<file path="config.mk">
export PLATFORM = sky130hd
export DESIGN_NAME = alu_seq
export DESIGN_NICKNAME = d
export VERILOG_FILES = /design/src/rtl/mcu51_pkg.sv /design/src/rtl/alu_seq.sv
export SDC_FILE = /design/constraint.sdc
export NUM_CORES = 1
export LEC_CHECK = 0
export ABC_AREA = 1
export CAP_MARGIN = 20
export CORE_AREA = 4 4 85 79
export CTS_CLUSTER_DIAMETER = 100
export DETAILED_ROUTE_END_ITERATION = 10
export DIE_AREA = 0 0 89 83
export GPL_ROUTABILITY_DRIVEN = 0
export PLACE_DENSITY_LB_ADDON = 0.1
export SLEW_MARGIN = 20
export SYNTH_ARGS = -nofsm -noshare
export SYNTH_HDL_FRONTEND = slang
export SYNTH_SLANG_ARGS = --single-unit
</file>
<file path="constraint.sdc">
create_clock -name clk -period 2.6 [get_ports clk]
set_input_delay 0.52 -clock clk [delete_from_list [all_inputs] [get_ports clk]]
set_output_delay 0.52 -clock clk [all_outputs]
set_load 0.02 [all_outputs]
</file>
<file path="src/rtl/mcu51_pkg.sv">
// Shared MCU51 definitions: ALU op codes, the sequencer state type and the
// helpers that decide how a 16-bit command is split into two ALU passes.
package mcu51_pkg;

    localparam int ALU_OP_W = 5;

    localparam logic [ALU_OP_W-1:0] ALU_ADD  = 5'd0;
    localparam logic [ALU_OP_W-1:0] ALU_ADDC = 5'd1;
    localparam logic [ALU_OP_W-1:0] ALU_INC  = 5'd2;
    localparam logic [ALU_OP_W-1:0] ALU_DEC  = 5'd3;
    localparam logic [ALU_OP_W-1:0] ALU_SUBB = 5'd4;
    localparam logic [ALU_OP_W-1:0] ALU_MUL  = 5'd5;
    localparam logic [ALU_OP_W-1:0] ALU_DIV  = 5'd6;
    localparam logic [ALU_OP_W-1:0] ALU_DA   = 5'd7;
    localparam logic [ALU_OP_W-1:0] ALU_ANL  = 5'd8;
    localparam logic [ALU_OP_W-1:0] ALU_ORL  = 5'd9;
    localparam logic [ALU_OP_W-1:0] ALU_XRL  = 5'd10;
    localparam logic [ALU_OP_W-1:0] ALU_CPL  = 5'd11;
    localparam logic [ALU_OP_W-1:0] ALU_CLR  = 5'd12;
    localparam logic [ALU_OP_W-1:0] ALU_RL   = 5'd13;
    localparam logic [ALU_OP_W-1:0] ALU_RLC  = 5'd14;
    localparam logic [ALU_OP_W-1:0] ALU_RR   = 5'd15;
    localparam logic [ALU_OP_W-1:0] ALU_RRC  = 5'd16;
    localparam logic [ALU_OP_W-1:0] ALU_SWAP = 5'd17;
    localparam logic [ALU_OP_W-1:0] ALU_XCHD = 5'd18;

    typedef enum logic [1:0] {
        ST_IDLE = 2'd0,
        ST_P_LO = 2'd1,
        ST_P_HI = 2'd2,
        ST_DONE = 2'd3
    } seq_state_e;

    function automatic logic is_wide_op(input logic [ALU_OP_W-1:0] op);
        return (op == ALU_ADD) || (op == ALU_ADDC) || (op == ALU_SUBB);
    endfunction

    // The high pass must always consume the low-pass carry, so ADD becomes ADDC.
    function automatic logic [ALU_OP_W-1:0] hi_pass_op(input logic [ALU_OP_W-1:0] op);
        return (op == ALU_SUBB) ? ALU_SUBB : ALU_ADDC;
    endfunction

endpackage

</file>
<file path="src/rtl/alu_seq.sv">
// Command sequencer in front of the combinational ALU: one or two byte passes
// per command, result held on a valid/ready port until consumed.
module alu_seq
    import mcu51_pkg::*;
#(
    parameter int DATA_W = 8,
    parameter int OP_W   = ALU_OP_W
) (
    input  logic                clk,
    input  logic                rst,
    // Handshakes: a transfer happens on a rising edge where valid && ready.
    // cmd_ready is high only in IDLE; res_valid is held with stable data
    // until res_ready is seen, and res_ready outside DONE is ignored.
    input  logic                cmd_valid,
    output logic                cmd_ready,
    input  logic [OP_W-1:0]     cmd_op,
    input  logic [2*DATA_W-1:0] cmd_a,
    input  logic [2*DATA_W-1:0] cmd_b,
    input  logic                cmd_cin,
    input  logic                cmd_wide,
    output logic                res_valid,
    input  logic                res_ready,
    output logic [2*DATA_W-1:0] res_data,
    output logic                res_cy,
    output logic [OP_W-1:0]     alu_op,
    output logic [DATA_W-1:0]   alu_a_data,
    output logic [DATA_W-1:0]   alu_b_data,
    output logic                alu_c_in,
    input  logic [DATA_W-1:0]   alu_ans,
    input  logic                alu_c_out,
    output logic [1:0]          dbg_state_o
);

    seq_state_e          state_q;
    logic [OP_W-1:0]     op_q;
    logic [2*DATA_W-1:0] a_q;
    logic [2*DATA_W-1:0] b_q;
    logic                cin_q;
    logic                wide_q;
    logic                cy_q;
    logic                cmd_ready_q;
    logic                res_valid_q;
    logic [2*DATA_W-1:0] res_q;

    always_ff @(posedge clk) begin
        if (rst) begin
            state_q     <= ST_IDLE;
            op_q        <= '0;
            a_q         <= '0;
            b_q         <= '0;
            cin_q       <= 1'b0;
            wide_q      <= 1'b0;
            cy_q        <= 1'b0;
            cmd_ready_q <= 1'b1;
            res_valid_q <= 1'b0;
            res_q       <= '0;
        end else begin
            case (state_q)
                ST_IDLE: begin
                    if (cmd_valid) begin
                        op_q        <= cmd_op;
                        a_q         <= cmd_a;
                        b_q         <= cmd_b;
                        cin_q       <= cmd_cin;
                        wide_q      <= cmd_wide;
                        cmd_ready_q <= 1'b0;
                        state_q     <= ST_P_LO;
                    end
                end
                ST_P_LO: begin
                    res_q <= {{DATA_W{1'b0}}, alu_ans};
                    cy_q  <= alu_c_out;
                    if (wide_q && is_wide_op(op_q)) begin
                        state_q <= ST_P_HI;
                    end else begin
                        res_valid_q <= 1'b1;
                        state_q     <= ST_DONE;
                    end
                end
                ST_P_HI: begin
                    res_q[2*DATA_W-1:DATA_W] <= alu_ans;
                    cy_q        <= alu_c_out;
                    res_valid_q <= 1'b1;
                    state_q     <= ST_DONE;
                end
                ST_DONE: begin
                    if (res_ready) begin
                        res_valid_q <= 1'b0;
                        cmd_ready_q <= 1'b1;
                        state_q     <= ST_IDLE;
                    end
                end
                default: state_q <= ST_IDLE;
            endcase
        end
    end

    // ALU inputs are a pure decode of the pass in progress; zero otherwise.
    always_comb begin
        alu_op     = '0;
        alu_a_data = '0;
        alu_b_data = '0;
        alu_c_in   = 1'b0;
        case (state_q)
            ST_P_LO: begin
                alu_op     = op_q;
                alu_a_data = a_q[DATA_W-1:0];
                alu_b_data = b_q[DATA_W-1:0];
                alu_c_in   = cin_q;
            end
            ST_P_HI: begin
                alu_op     = hi_pass_op(op_q);
                alu_a_data = a_q[2*DATA_W-1:DATA_W];
                alu_b_data = b_q[2*DATA_W-1:DATA_W];
                alu_c_in   = cy_q;
            end
            default: ;
        endcase
    end

    assign cmd_ready   = cmd_ready_q;
    assign res_valid   = res_valid_q;
    assign res_data    = res_q;
    assign res_cy      = cy_q;
    assign dbg_state_o = state_q;

endmodule

</file>
# Yosys cells after proc, flatten, opt, wreduce, memory -nomap -nowiden
# Index checks and enable logic that the tools add are counted.
[word_totals] word_cells=48 regBits=60 output_inout_bits=43
[classes] mux=16 eq_ne=8 reduce_logical=13
[ops] operator="8-bit case mux with 2 select lines" count=3
[ops] operator="5-bit case mux with 2 select lines" count=1
[ops] operator="2-bit case mux with 4 select lines" count=1
[ops] operator="2-bit inequality test, second input constant" count=3
[ops] operator="3-bit AND reduction" count=2
[ops] operator="5-bit by 1-bit == test with 1-bit output, second input constant" count=1
[ops] operator="5-bit by 3-bit == test with 1-bit output, second input constant" count=1
[ops] operator="5-bit zero test" count=1
[ops] operator="1-bit 2-to-1 mux" count=5
[ops] operator="2-bit == test, second input constant" count=2
[ops] operator="2-bit 2-to-1 mux" count=2
[ops] operator="1-bit case mux with 2 select lines" count=2
[ops] operator="2-bit AND reduction" count=2
[ops] operator="2-bit nonzero test" count=2
[ops] operator="3-bit 2-to-1 mux" count=1
[ops] operator="1-bit case mux with 3 select lines" count=1
[ops] operator="3-bit nonzero test" count=1
[ops] operator="2-bit by 1-bit == test with 1-bit output, second input constant" count=1
[ops] operator="2-bit zero test" count=1
[ops] operator="1-bit logical OR" count=2
[ops] operator="2-bit OR reduction" count=1
[ops] operator="1-bit logical AND" count=1

# Depth between registers and ports, before layout
[depth] ltp_word=6 mapped_depth=8 mapped_depth_nobuf=8

# Least setup slack after synthesis
# OpenSTA, ideal clock, no wires.
[synth_path] kind="reg-to-output" from="register state_q[0], in the netlist dbg_state_o[0]" to="output alu_op[2]" stages_incl_launch_ff=6 n_path_buf=1 setup_slack_ps=438 arrival_ps=1642 path_cell_list="dfxtp_1 inv_1 ha_1 clkbuf_1 nand2_1 o22ai_1"
[synth_between] elab_chain_cells=2
[synth_lines] element="start: declaration" line_no="alu_seq.sv:34" text="seq_state_e state_q;"
[synth_lines] element="start signal: assignment" line_no="alu_seq.sv:47" text="state_q <= ST_IDLE;"
[synth_lines] element="start signal: assignment" line_no="alu_seq.sv:67" text="state_q <= ST_P_LO;"
[synth_lines] element="start signal: assignment" line_no="alu_seq.sv:74" text="state_q <= ST_P_HI;"
[synth_lines] element="2-bit == test or 2-bit by 1-bit == test with 1-bit output (tied branches)" line_no="alu_seq.sv:104" text="case (state_q)"
[synth_lines] element="5-bit case mux with 2 select lines (*)" line_no="alu_seq.sv:104"
[synth_lines] element="end: declaration" line_no="alu_seq.sv:25" text="output logic [OP_W-1:0] alu_op,"
# Mark *: on every way between the ends. The rest lies on a longest branch, timed or not.

# Worst setup path in the final report
[layout_path] from="register state_q[0], in the netlist dbg_state_o[0]" to="output alu_a_data[4]"
[layout_between] elab_chain_cells=2
[layout_lines] element="2-bit == test or 2-bit by 1-bit == test with 1-bit output (tied branches)" line_no="alu_seq.sv:104"
[layout_lines] element="8-bit case mux with 2 select lines (*)" line_no="alu_seq.sv:104"
[layout_lines] element="end: declaration" line_no="alu_seq.sv:26" text="output logic [DATA_W-1:0] alu_a_data,"
# Marks and branches as above.

==> metrics <==
Fmax=409 MHz; gr usage total=0.194; Slowest cell on crit path=dfxtp_1; hold_buf cts=0; Cell Pwr Density=1070 nW/µm²; Worst slew margin=0.683; Max H-tree Level=3; Design Power=3.97 mW; synth warn=0; Worst-Margin Slew=0.474 ns; Avg WL per Cell=13.4 µm; Max Buffers Root-to-Sink=2; GR Overflow Total=0; Crit Path Category=flip-flop to output pin; element type at the critical path end=output pin; CP required=2.08 ns; Final min period=2.45 ns; Netlist Area Pre-Place=2550 µm²; I/O pin count=95; Setup violations, final=0; Clock Skews=0.00592 ns; r2r startpoint=dbg_state_o[0]; largest cells by area after synthesis=dfxtp_1 47%, nor2_1 12%, o21ai_0 10%; cts bufs inserted=9; DRC errors left=0; Max Slew Vio Count=0; synthesized area per cell=7.30 µm²; Hold Crit Class=flip-flop to flip-flop; Critical Path Max Stage Delay=0.42 ns; overall die area=7390 µm²; Seq/Total Area, Yosys=0.471; Sw Ratio=0.399; post-place setup slack=0.153 ns; Post-CTS Setup Inserts=0; Max-Cap Viols=0; layout cell share with drive strength beyond 1=0.0721; clk slew on worst S/H paths=0.06 ns; largest net degree at the start of global routing=36; Vias/cell=4.90; Combinational Power Share=0.453; worst-path cell chain=inv_1 -> ha_1 -> inv_4 -> a21oi_1 -> dlygate4sd2_1; drt pass-1 iters=7; Crit path buffers/inverters=3; Rows=27; DP HPWL=4770 µm; die span in x=89 µm; status=finished, final reports clean; Yosys reg bits=60; Critical path origin=dbg_state_o[0]; vias in the first global route=2439; P_sw=1.58 mW; fin util=0.625; Final period util=0.941; register area=1200 µm²; Worst VDD drop=0.697 mV; Reg power frac=0.346; Routed WL=6930 µm; Startpoint Class=flip-flop; Initial Util=0.431; RSZ-0062 raised after global routing=false; die extent in y=83 µm; vias=2529; Fillers=561; crit path to=alu_a_data[4]; critical path peak fanout=27; Reg2Reg Setup Slack=0.97 ns; Post-Syn Instances=349; P&R area growth vs syn=45.1%; worst reg2reg endpoint=a_q[12]; Final Worst Setup Slack=0.153 ns; Antenna Nets Post-Route=0; first-pass GRT wire length=11400 µm; clock power share=0.201; Pleak=1.62 nW; Synth area leader=dfxtp_1; CTS tree=yes; Power Internal=2.39 mW; NumNets Final=497; Cell variety after synth=22; Root Buffer=clkbuf_8; share of the synthesized area in the top cell type=0.471; delay-heaviest family, CP=buffers and inverters; clock sinks=60; Worst EP arrival=1.93 ns; Mapped Nets=406; Port Buffers=94; Skew-Pair Late Insertion Delay=0.33 ns; CP Depth=5; initial antenna violation count=0; 1st-iter DRT viols=134; FF-to-FF path depth=6; diode count=0; total core area=5910 µm²; area taken by multi-input logic gates=1130 µm²; final count of hold timing violations=0; post_cts resized=20
state kept, by name, summed over array words and instances, names as in the netlist:
name,cells
a_q,16
res_data,16
op_q,5
cin_q,1
wide_q,1
dbg_state_o,2
res_valid,1
b_q,16
res_cy,1
cmd_ready,1
worst min-delay path by stage:
| stage | startpoint | end | slack [ns] | cells past startpoint |
|---|---|---|---|---|
| after floorplan | wide_q | wide_q | 0.43 | 2 |
| after global placement | wide_q | wide_q | 0.45 | 2 |
| after detailed placement | wide_q | wide_q | 0.45 | 2 |
| after CTS | wide_q | wide_q | 0.47 | 2 |
| after global routing | wide_q | wide_q | 0.50 | 2 |
| final | res_valid | res_valid | 0.46 | 2 |
final cells by class:
class | count | share of cell area
Timing Repair Buffer | 103 | 0.271
Clock inverter | 2 | 0.00948
Tap cell | 72 | 0.0244
Clock buffer | 13 | 0.0403
Inverter | 22 | 0.0244
Sequential cell | 60 | 0.325
Multi-Input combinational cell | 244 | 0.305
power groups by stage:
stage | Combinational [mW] | Clock, mW | Sequential [mW]
3_5_place_dp | 1.80 | 0 | 1.39
3_3_place_gp | 1.79 | 0 | 1.38
5_1_grt | 2.01 | 0.864 | 1.41
4_1_cts | 1.81 | 0.821 | 1.37
2_1_floorplan | 0.994 | 0 | 1.52
6_report | 1.80 | 0.797 | 1.37
layer usage:
| layer | vias up | share of wire | track usage |
|---|---|---|---|
| met5 | - | 0 | 0 |
| met4 | 0 | 0.0064 | 0.0555 |
| met3 | 4 | 0.064 | 0.0645 |
| met2 | 72 | 0.47 | 0.309 |
| met1 | 1144 | 0.46 | 0.248 |
| li1 | 1309 | - | - |
cells by family after synthesis:
group | after synthesis | share of synthesized area
fa+ha+maj | 5 | 0.0245
simple gates | 134 | 0.204
buf+inv | 45 | 0.0869
compound gates | 105 | 0.214
flops | 60 | 0.471
tightest hold or removal path: stages (launching register included):
cell	delay [ns]
dfxtp_1	0.31
nand2_1	0.06
a21oi_1	0.05
layout by cell type, fill, tap and decap left out:
master           instances
nor2_1                  84
inv_1                   17
nand2_1                 45
o21ai_1                  6
nand3_1                  3
inv_6                    1
buf_4                    8
o21ai_4                  1
buf_8                    1
clkbuf_1                 3
ha_2                     1
a22oi_1                  1
bufinv_16                1
a21oi_1                 42
inv_2                    3
o22ai_1                  1
nand2_4                  1
clkdlybuf4s50_1         72
or2_4                    1
dlymetal6s2s_1           5
a21oi_2                  1
dlygate4sd2_1           16
clkbuf_8                10
clkinv_2                 1
ha_1                     4
o21ai_0                 53
clkbuf_2                 1
inv_4                    1
dfxtp_1                 60
cell usage after synthesis (all sizes together):
master	instances
inv	22
nand2	46
ha	5
or2	1
a22oi	1
clkbuf	7
nand3	3
o21ai	60
nor2	84
buf	16
a21oi	43
o22ai	1
dfxtp	60
metrics by stage:
step	area [µm²]	hold WS, ns	TNS (ns)	instances
floorplan	2550	0.430	0	349
finish	3700	0.464	0	516
global route	3700	0.500	0	516
global placement	3510	0.448	0	501
detailed placement	3510	0.454	0	501
CTS	3690	0.467	-0.539	516
Power figures use the tool's default switching activity.
==> patch: new RTL, same settings <==
Register the output `dbg_state_o` once more, with the module's reset; this adds one clock of latency there. The other outputs are not delayed to match.
--- a/src/rtl/alu_seq.sv
+++ b/src/rtl/alu_seq.sv
@@ -124,3 +124,9 @@
     assign res_cy      = cy_q;
-    assign dbg_state_o = state_q;
+    always_ff @(posedge clk) begin
+        if (rst) begin
+            dbg_state_o <= '0;
+        end else begin
+            dbg_state_o <= state_q;
+        end
+    end
 
Behaviour: not the same (a bounded check fails within 4 cycles, from zero or initial values and one cycle with rst high).
==> patch against the unedited design <==
- routed wire length is 0.68% lower
- final area rose by 2.3%
- critical path type unchanged
- clock power shrank 9.7%
- first-iteration DRC count decreased by 36%
- setup slack improved by 0.012 ns
- clock skew grew 0.00058 ns
- critical endpoint is now alu_op[2]
- total power is 1.7% higher
- sequential cell count is 2 higher
- final cell count unchanged
- largest cell class unchanged
- synthesized area increased by 5.8%
==> patch: results (changes against the unedited design) <==
* Maximum VDD drop at 592.9 uV (-15%)
* Post-synth cell types at 20 (-9.1%)
* R2R setup slack at 1.00 ns (+0.03 ns)
* Power Total at 4035 uW (+1.7%)
* Leak at 0.001582 uW (-2.6%)
* Sequential cell area at 1241 um2 (+3.3%)
* Dominant cells by area after synthesis: dfxtp_1 (46%), o21ai_1 (8.9%), nor2_1 (8.6%), a21oi_1 (8.0%), nand2_1 (5.7%)
* First-pass GRT wire length at 11400 um (+0.42%)
* Fill cells at 554 (-1.2%)
* Layout cells sized above 1 at 0.1441 (+0.07207)
* Mapped Nets at 407 (+0.25%)
* Iteration-0 DRC Markers at 86 (-36%)
* CP max-delay cell: dlygate4sd2_1
* Layout Skew at 0.006498 ns (+0.0005779 ns)
* Drt pass-1 iters at 4 (-3)
* Cell Area, Placed at 3638 um2 (+3.6%)
* Comb pwr at 1900 uW (+6%)
* GRT Util Overall at 0.1970 (+0.002847)
* Post-synth top cells: dfxtp_1 (62), nor2_1 (62), o21ai_1 (48)
* Number of global-route vias before repair at 2479 (+1.6%)
* Nets@finish at 499 (+0.40%)
* Crit path max fanout at 9 (-67%)
* Largest net degree at the start of global routing at 46 (+28%)
* Status: complete, no violations
* Final wirelength at 6878 um (-0.68%)
* Vias per cell at 4.928 (+0.55%)
* Largest stage delay on the critical path at 0.35 ns (-0.07 ns)
* P_clk at 720 uW (-9.7%)
* Max_slew headroom at 0.6341 (-0.04925)
## patch: changes by cell type in the layout (fill, tap and decap cells not counted), sizes merged, moves of 3 or more
cell	delta
dlygate4sd2	+6
clkbuf	-3
dlymetal6s2s	-5
nand2	-4
## patch: path summary, 6_finish.rpt
kind,depth (start not counted),to,start
setup / recovery,6,alu_op[2],state_q[1]$_SDFFE_PP0P_
hold / removal,2,wide_q$_SDFFE_PP0P_,wide_q$_SDFFE_PP0P_
setup reg to reg,6,op_q[1]$_SDFFE_PP0P_,state_q[1]$_SDFFE_PP0P_
hold reg to reg,2,wide_q$_SDFFE_PP0P_,wide_q$_SDFFE_PP0P_
## patch: layout make-up
class | count | share of cell area
clock buffers | 11 | 0.04004
clock inverters | 2 | 0.002647
inverters | 22 | 0.02316
multi-input cells | 243 | 0.3197
flip-flops and latches | 62 | 0.3283
well taps | 72 | 0.02383
repair buffers | 104 | 0.2624
## patch: kinds of logic after synthesis
group           Yosys count  share of synthesized area
compound gates          107                     0.2153
fa+ha+maj                 5                    0.02320
buf+inv                  45                    0.09235
flops                    62                     0.4603
simple gates            131                     0.2088
## patch: metal layers
layer,vias up,GRT usage,part of all wire
li1,1318,-,-
met5,-,0,0
met2,74,0.2996,0.44
met3,9,0.1071,0.11
met1,1142,0.2406,0.45
met4,0,0.05277,0.012
## patch: per-stage QoR
step / hold WS, ns / setup WS, ns / cells
CTS: 0.4590 / 0.1499 / 516
floorplan: 0.4302 / 0.6886 / 350
global route: 0.4781 / 0.007687 / 516
finish: 0.4568 / 0.1646 / 516
global placement: 0.4464 / 0.2599 / 503
detailed placement: 0.4489 / 0.1721 / 503
## patch: repair_timing
item,in CTS,in global routing
gates resized for setup,24,1
endpoints found under the setup margin,22,1
pin swaps,0,0
